### src/rtl/cpu_sequencer.sv
// rtl/cpu_sequencer.sv - instruction sequencer FSM with step, breakpoint and memory-wait control
module cpu_sequencer #(
  parameter int PC_WIDTH    = 16,
  parameter int CNT_WIDTH   = 32,
  parameter int MEM_TIMEOUT = 15
) (
  input  logic                 clk_pi,
  input  logic                 reset_pi,
  input  logic                 tick_pi,
  input  logic                 run_pi,
  input  logic                 step_pi,
  input  logic                 resume_pi,
  input  logic                 halt_cmd_pi,
  input  logic                 rst_cmd_pi,
  input  logic                 mem_access_pi,
  input  logic                 mem_ready_pi,
  input  logic [PC_WIDTH-1:0]  pc_pi,
  input  logic [PC_WIDTH-1:0]  bp_addr_pi,
  input  logic                 bp_en_pi,
  output logic                 commit_po,
  output logic                 core_reset_po,
  output logic [2:0]           state_po,
  output logic                 halted_po,
  output logic [CNT_WIDTH-1:0] instr_count_po,
  output logic                 mem_timeout_po
);

  // Wait counter only ever holds 0..MEM_TIMEOUT-1; the last value triggers the fault.
  localparam int WAIT_W = (MEM_TIMEOUT > 1) ? $clog2(MEM_TIMEOUT) : 1;
  localparam logic [WAIT_W-1:0] WAIT_LAST = WAIT_W'(MEM_TIMEOUT - 1);

  typedef enum logic [2:0] {
    ST_RST    = 3'd0,
    ST_FETCH  = 3'd1,
    ST_EXEC   = 3'd2,
    ST_MEMW   = 3'd3,
    ST_COMMIT = 3'd4,
    ST_HALT   = 3'd5,
    ST_WSTEP  = 3'd6
  } state_t;

  state_t               state;
  state_t               state_next;
  logic                 step_prev;
  logic                 resume_prev;
  logic                 step_pending;
  logic                 resume_pending;
  logic                 bp_skip;
  logic [WAIT_W-1:0]    wait_cnt;
  logic [CNT_WIDTH-1:0] instr_count;
  logic                 mem_timeout;

  logic step_edge;
  logic resume_edge;
  logic resume_go;
  logic bp_hit;
  logic step_go;

  assign step_edge   = step_pi & ~step_prev;
  assign resume_edge = resume_pi & ~resume_prev;
  // A resume edge arriving on the same cycle as the tick releases HALT immediately.
  assign resume_go   = resume_edge | resume_pending;
  assign bp_hit      = bp_en_pi && (pc_pi == bp_addr_pi) && !bp_skip;
  assign step_go     = run_pi | step_pending;

  // State register
  always_ff @(posedge clk_pi) begin
    if (reset_pi) state <= ST_RST;
    else          state <= state_next;
  end

  // Next-state selection, advancing only on divider ticks
  always_comb begin
    state_next = state;
    if (tick_pi) begin
      case (state)
        ST_RST:    state_next = ST_FETCH;
        ST_FETCH:  state_next = bp_hit ? ST_HALT : ST_EXEC;
        ST_EXEC: begin
          if (rst_cmd_pi)                         state_next = ST_RST;
          else if (halt_cmd_pi)                   state_next = ST_HALT;
          else if (mem_access_pi && !mem_ready_pi) state_next = ST_MEMW;
          else                                    state_next = ST_COMMIT;
        end
        ST_MEMW: begin
          if (mem_ready_pi)               state_next = ST_COMMIT;
          else if (wait_cnt == WAIT_LAST) state_next = ST_HALT;
        end
        ST_COMMIT: state_next = run_pi ? ST_FETCH : ST_WSTEP;
        ST_HALT:   if (resume_go) state_next = ST_FETCH;
        ST_WSTEP:  if (step_go) state_next = ST_FETCH;
        default:   state_next = ST_RST;
      endcase
    end
  end

  // Outputs decoded from the current state
  always_comb begin
    commit_po      = (state == ST_COMMIT) && tick_pi && !reset_pi;
    core_reset_po  = reset_pi || (state == ST_RST);
    halted_po      = (state == ST_HALT) && !reset_pi;
    state_po       = state;
    instr_count_po = instr_count;
    mem_timeout_po = mem_timeout;
  end

  // Button edge tracking, pending flags, wait counter and retired-instruction count
  always_ff @(posedge clk_pi) begin
    if (reset_pi) begin
      step_prev      <= step_pi;
      resume_prev    <= resume_pi;
      step_pending   <= 1'b0;
      resume_pending <= 1'b0;
      bp_skip        <= 1'b0;
      wait_cnt       <= '0;
      instr_count    <= '0;
      mem_timeout    <= 1'b0;
    end else begin
      step_prev   <= step_pi;
      resume_prev <= resume_pi;

      // Leaving WSTEP consumes the step; only COMMIT/WSTEP may arm it.
      if (tick_pi && (state == ST_WSTEP) && step_go)
        step_pending <= 1'b0;
      else if (step_edge && ((state == ST_COMMIT) || (state == ST_WSTEP)))
        step_pending <= 1'b1;

      // Resume is remembered across non-tick cycles, but only while halted.
      if ((state != ST_HALT) || (tick_pi && resume_go))
        resume_pending <= 1'b0;
      else if (resume_edge)
        resume_pending <= 1'b1;

      // The skip lets the breakpoint instruction run once after a resume.
      if (tick_pi && (state == ST_HALT) && resume_go)
        bp_skip <= 1'b1;
      else if (tick_pi && (state == ST_FETCH))
        bp_skip <= 1'b0;

      if (state != ST_MEMW)
        wait_cnt <= '0;
      else if (tick_pi && !mem_ready_pi && (wait_cnt != WAIT_LAST))
        wait_cnt <= wait_cnt + WAIT_W'(1);

      if (tick_pi && (state == ST_COMMIT))
        instr_count <= instr_count + CNT_WIDTH'(1);

      if (tick_pi && (state == ST_MEMW) && !mem_ready_pi && (wait_cnt == WAIT_LAST))
        mem_timeout <= 1'b1;
    end
  end

endmodule

### config.mk
export PLATFORM = sky130hd
export DESIGN_NAME = cpu_sequencer
export DESIGN_NICKNAME = d
export VERILOG_FILES = /design/src/rtl/cpu_sequencer.sv
export SDC_FILE = /design/constraint.sdc
export NUM_CORES = 1
export LEC_CHECK = 0
export BUFFER_PORTS_ARGS = -buffer_cell sky130_fd_sc_hd__buf_2
export CAP_MARGIN = 40
export CORE_ASPECT_RATIO = 0.75
export CORE_MARGIN = 1.5
export CORE_UTILIZATION = 40
export DETAILED_ROUTE_END_ITERATION = 8
export PLACE_DENSITY = 0.66
export RECOVER_POWER = 50
export SLEW_MARGIN = 10
export SYNTH_ARGS = -nofsm -noshare
export SYNTH_HDL_FRONTEND = slang
export SYNTH_SLANG_ARGS = --single-unit
### constraint.sdc
create_clock -name clk_pi -period 2.9 [get_ports clk_pi]
set_clock_uncertainty 0.15 [all_clocks]
set_input_delay 0.435 -clock clk_pi [delete_from_list [all_inputs] [get_ports clk_pi]]
set_output_delay 0.435 -clock clk_pi [all_outputs]
set_load 0.1 [all_outputs]
==> out/metrics.csv <==
stage,metric,value,unit
outcome,status,"complete, no violations",
global_routing,antenna_found_initial,0,
global_routing,overflow,0,
layout,layout_common_cells,"51 x buf_2, 45 x dfxtp_1, 40 x nor2_1",
floorplan,rows,24,
layout,multi_input_area,1450,um2
drt,num_vias,2241,
worst_hold_path,worstHoldPathType,in -> reg,
worst_hold_path,min-delay-start,resume_pi,
yosys,ys_seq_area_share,36.6,%
drt,antenna_left,0,
place,portBuffers,81,
worst_setup_path,worstReg2RegEnd,instr_count_po[31],
worst_setup_path,path_class,reg -> out,
yosys,synth_cell_types,49,
drt,via_per_inst,5.05,
floorplan,die_h,71.0,um
layout,area_delta_synth_final,22.3,%
worst_setup_path,start_kind,register,
layout,n_fill_cell,607,
worst_setup_path,rr_startpoint,instr_count_po[11],
clock_network,root_buffer,clkbuf_8,
pwr,ir_drop,287,uV
yosys,syn_inst,288,
worst_setup_path,reg2reg_setup_slack,610,ps
global_routing,grt_max_degree,37,
sta,whs,99.8,ps
worst_setup_path,cp.arrival,1960,ps
clock_network,ctsResizeCount,0,
clock_network,cts_sinks,45,
floorplan,core_area,5890,um2
clock_network,cts_tree,yes,
layout,regArea,901,um2
sta,report.final.slew_viol_count,0,
worst_setup_path,crit_required,2320,ps
sta,setup-tns-final,0,ps
place,placed_cells,436,
sta,post-route-period-util,87.9,%
sta,tightest_slew,1180,ps
global_routing,grt_pass1_wl,9.58,mm
layout,drive_gt1_share,20.5,%
sta,grt_setup_unrepaired,no,
yosys,async_reset_ff_share,0,%
clock_network,cts_setup_buffers,0,
clock_network,cts_buffer_depth,2,
clock_network,htreeDepth,2,
floorplan,start_util,41.8,%
place,gp_congestion,0.810,
run,drv_cap,0,
layout,final_core_util,51.1,%
layout,finalNetCount,411,
layout,fin_cells,444,
worst_setup_path,reg2regPathDepth,5,
sta,fin_crit,2550,ps
clock_network,hold_buffers,0,
drt,drtIter0Drc,92,
sta,max_slew_margin,21.4,%
yosys,ys.flop_type,dfxtp_1,
yosys,avgSynthCellArea,8.55,um2
global_routing,grt_pass1_vias,2016,
yosys,synth-edff-count,0,
floorplan,ioPinCount,82,
floorplan,die_w,93.6,um
clock_network,clk_latency,300,ps
clock_network,clkTransAtPathRegs,80,ps
worst_hold_path,min_path_cells,1,
global_routing,grtUsageTotal,18.0,%
worst_setup_path,worstSetupEndpointType,output port,
layout,antenna_cells,0,
worst_hold_path,min_to,resume_prev,
layout,final_common_cell,buf_2,
clock_network,cts_buffers,5,
yosys,syn_area,2460,um2
yosys,syn_nets,334,
sta,hold_viol,0,
pwr,p_per_area,422,nW/um2
drt,drtPass1Iterations,4,
pwr,p_leak,1.09,nW
drt,routed_wl,5.67,mm
yosys,ys_ff_latch,45,
sta,setup_viol,0,
place,dp_hpwl,4.25,mm
floorplan,dieArea,6640,um2
yosys,yosys_warnings,0,
drt,wire_per_inst,12.8,um
sta,fmax,0.392,GHz
worst_setup_path,cp_max_fo,18,
drt,drc,0,
registers in the layout (all words and copies together) (netlist names):
| name | flops |
|---|---|
| step_prev | 1 |
| resume_prev | 1 |
| mem_timeout_po | 1 |
| wait_cnt | 4 |
| resume_pending | 1 |
| instr_count_po | 32 |
| step_pending | 1 |
| state_po | 3 |
| bp_skip | 1 |
worst max-delay path, stage by stage (launching register included):
cell and delay (ps):
dfxtp_1 470, and4bb_1 570, nor2b_2 200, buf_2 420
worst max-delay path by stage:
stage,to,depth (start not counted),slack (ps),startpoint
2_1_floorplan,commit_po,3,60,state_po[2]
3_3_place_gp,instr_count_po[31],5,690,instr_count_po[12]
3_5_place_dp,instr_count_po[31],5,620,instr_count_po[11]
4_1_cts,commit_po,3,350,state_po[0]
5_1_grt,commit_po,3,210,state_po[0]
6_report,commit_po,3,350,state_po[0]
kinds of logic after synthesis:
group | synth area share [%]
buffers and inverters | 4.52
muxes | 0.407
AOI/OAI and AO/OA | 8.64
adders and majority gates | 1.52
and+or+nand+nor | 32.3
xor gates and xnor gates | 16.0
DFF | 36.6
power by group:
part / internal (mW) / leakage [nW] / switching [mW]
Sequential: 0.622 / 0.364 / 0.00952
Clock: 0.280 / 0.0574 / 0.218
Combinational: 0.0568 / 0.665 / 0.0836
Total: 0.959 / 1.09 / 0.311
per-stage QoR:
stage	setup WS [ps]	power [mW]	cell area, um2
2_1_floorplan	64.9	0.738	2480
6_report	350	1.27	3010
5_1_grt	213	1.32	3010
3_5_place_dp	623	0.789	2940
3_3_place_gp	694	0.787	2940
4_1_cts	345	1.28	3060
routing by layer:
layer	part of all wire [%]	track usage [%]	up-vias	routed length [um]
met2	42	26.2	54	2380
met5	0	0	-	0
met1	51	26.8	1014	2910
li1	-	-	1166	-
met4	0.88	4.64	0	50
met3	5.9	4.19	7	333
Yosys cell counts, drive strengths merged, types with 2 or more instances:
master	number	share of area, %
nand2	13	2.0
nor2	40	6.1
and3	5	1.3
a21oi	4	0.81
buf	3	0.86
a221oi	3	1.1
inv	13	2.0
or3	2	0.51
nand3b	2	0.61
dfxtp	45	37
o32a	2	0.81
or4	3	0.91
and4	4	1.4
o2111ai	2	0.71
ha	3	1.5
nand3	17	3.5
clkbuf	11	1.7
nor2b	2	0.51
nor3	11	2.2
nand4	11	3.0
nor4	13	5.7
nand2b	6	1.5
and2	3	0.76
o21ai	6	1.2
xor2	14	5.0
xnor2	31	11
layout make-up:
cell class / instances / area share (%)
Timing Repair Buffer: 84 / 13.0
Tap cell: 78 / 3.24
Clock buffer: 6 / 2.74
Sequential cell: 45 / 29.9
Clock inverter: 2 / 1.25
Multi-Input combinational cell: 216 / 48.3
Inverter: 13 / 1.62
No activity file was read; power rests on OpenSTA's default activity.
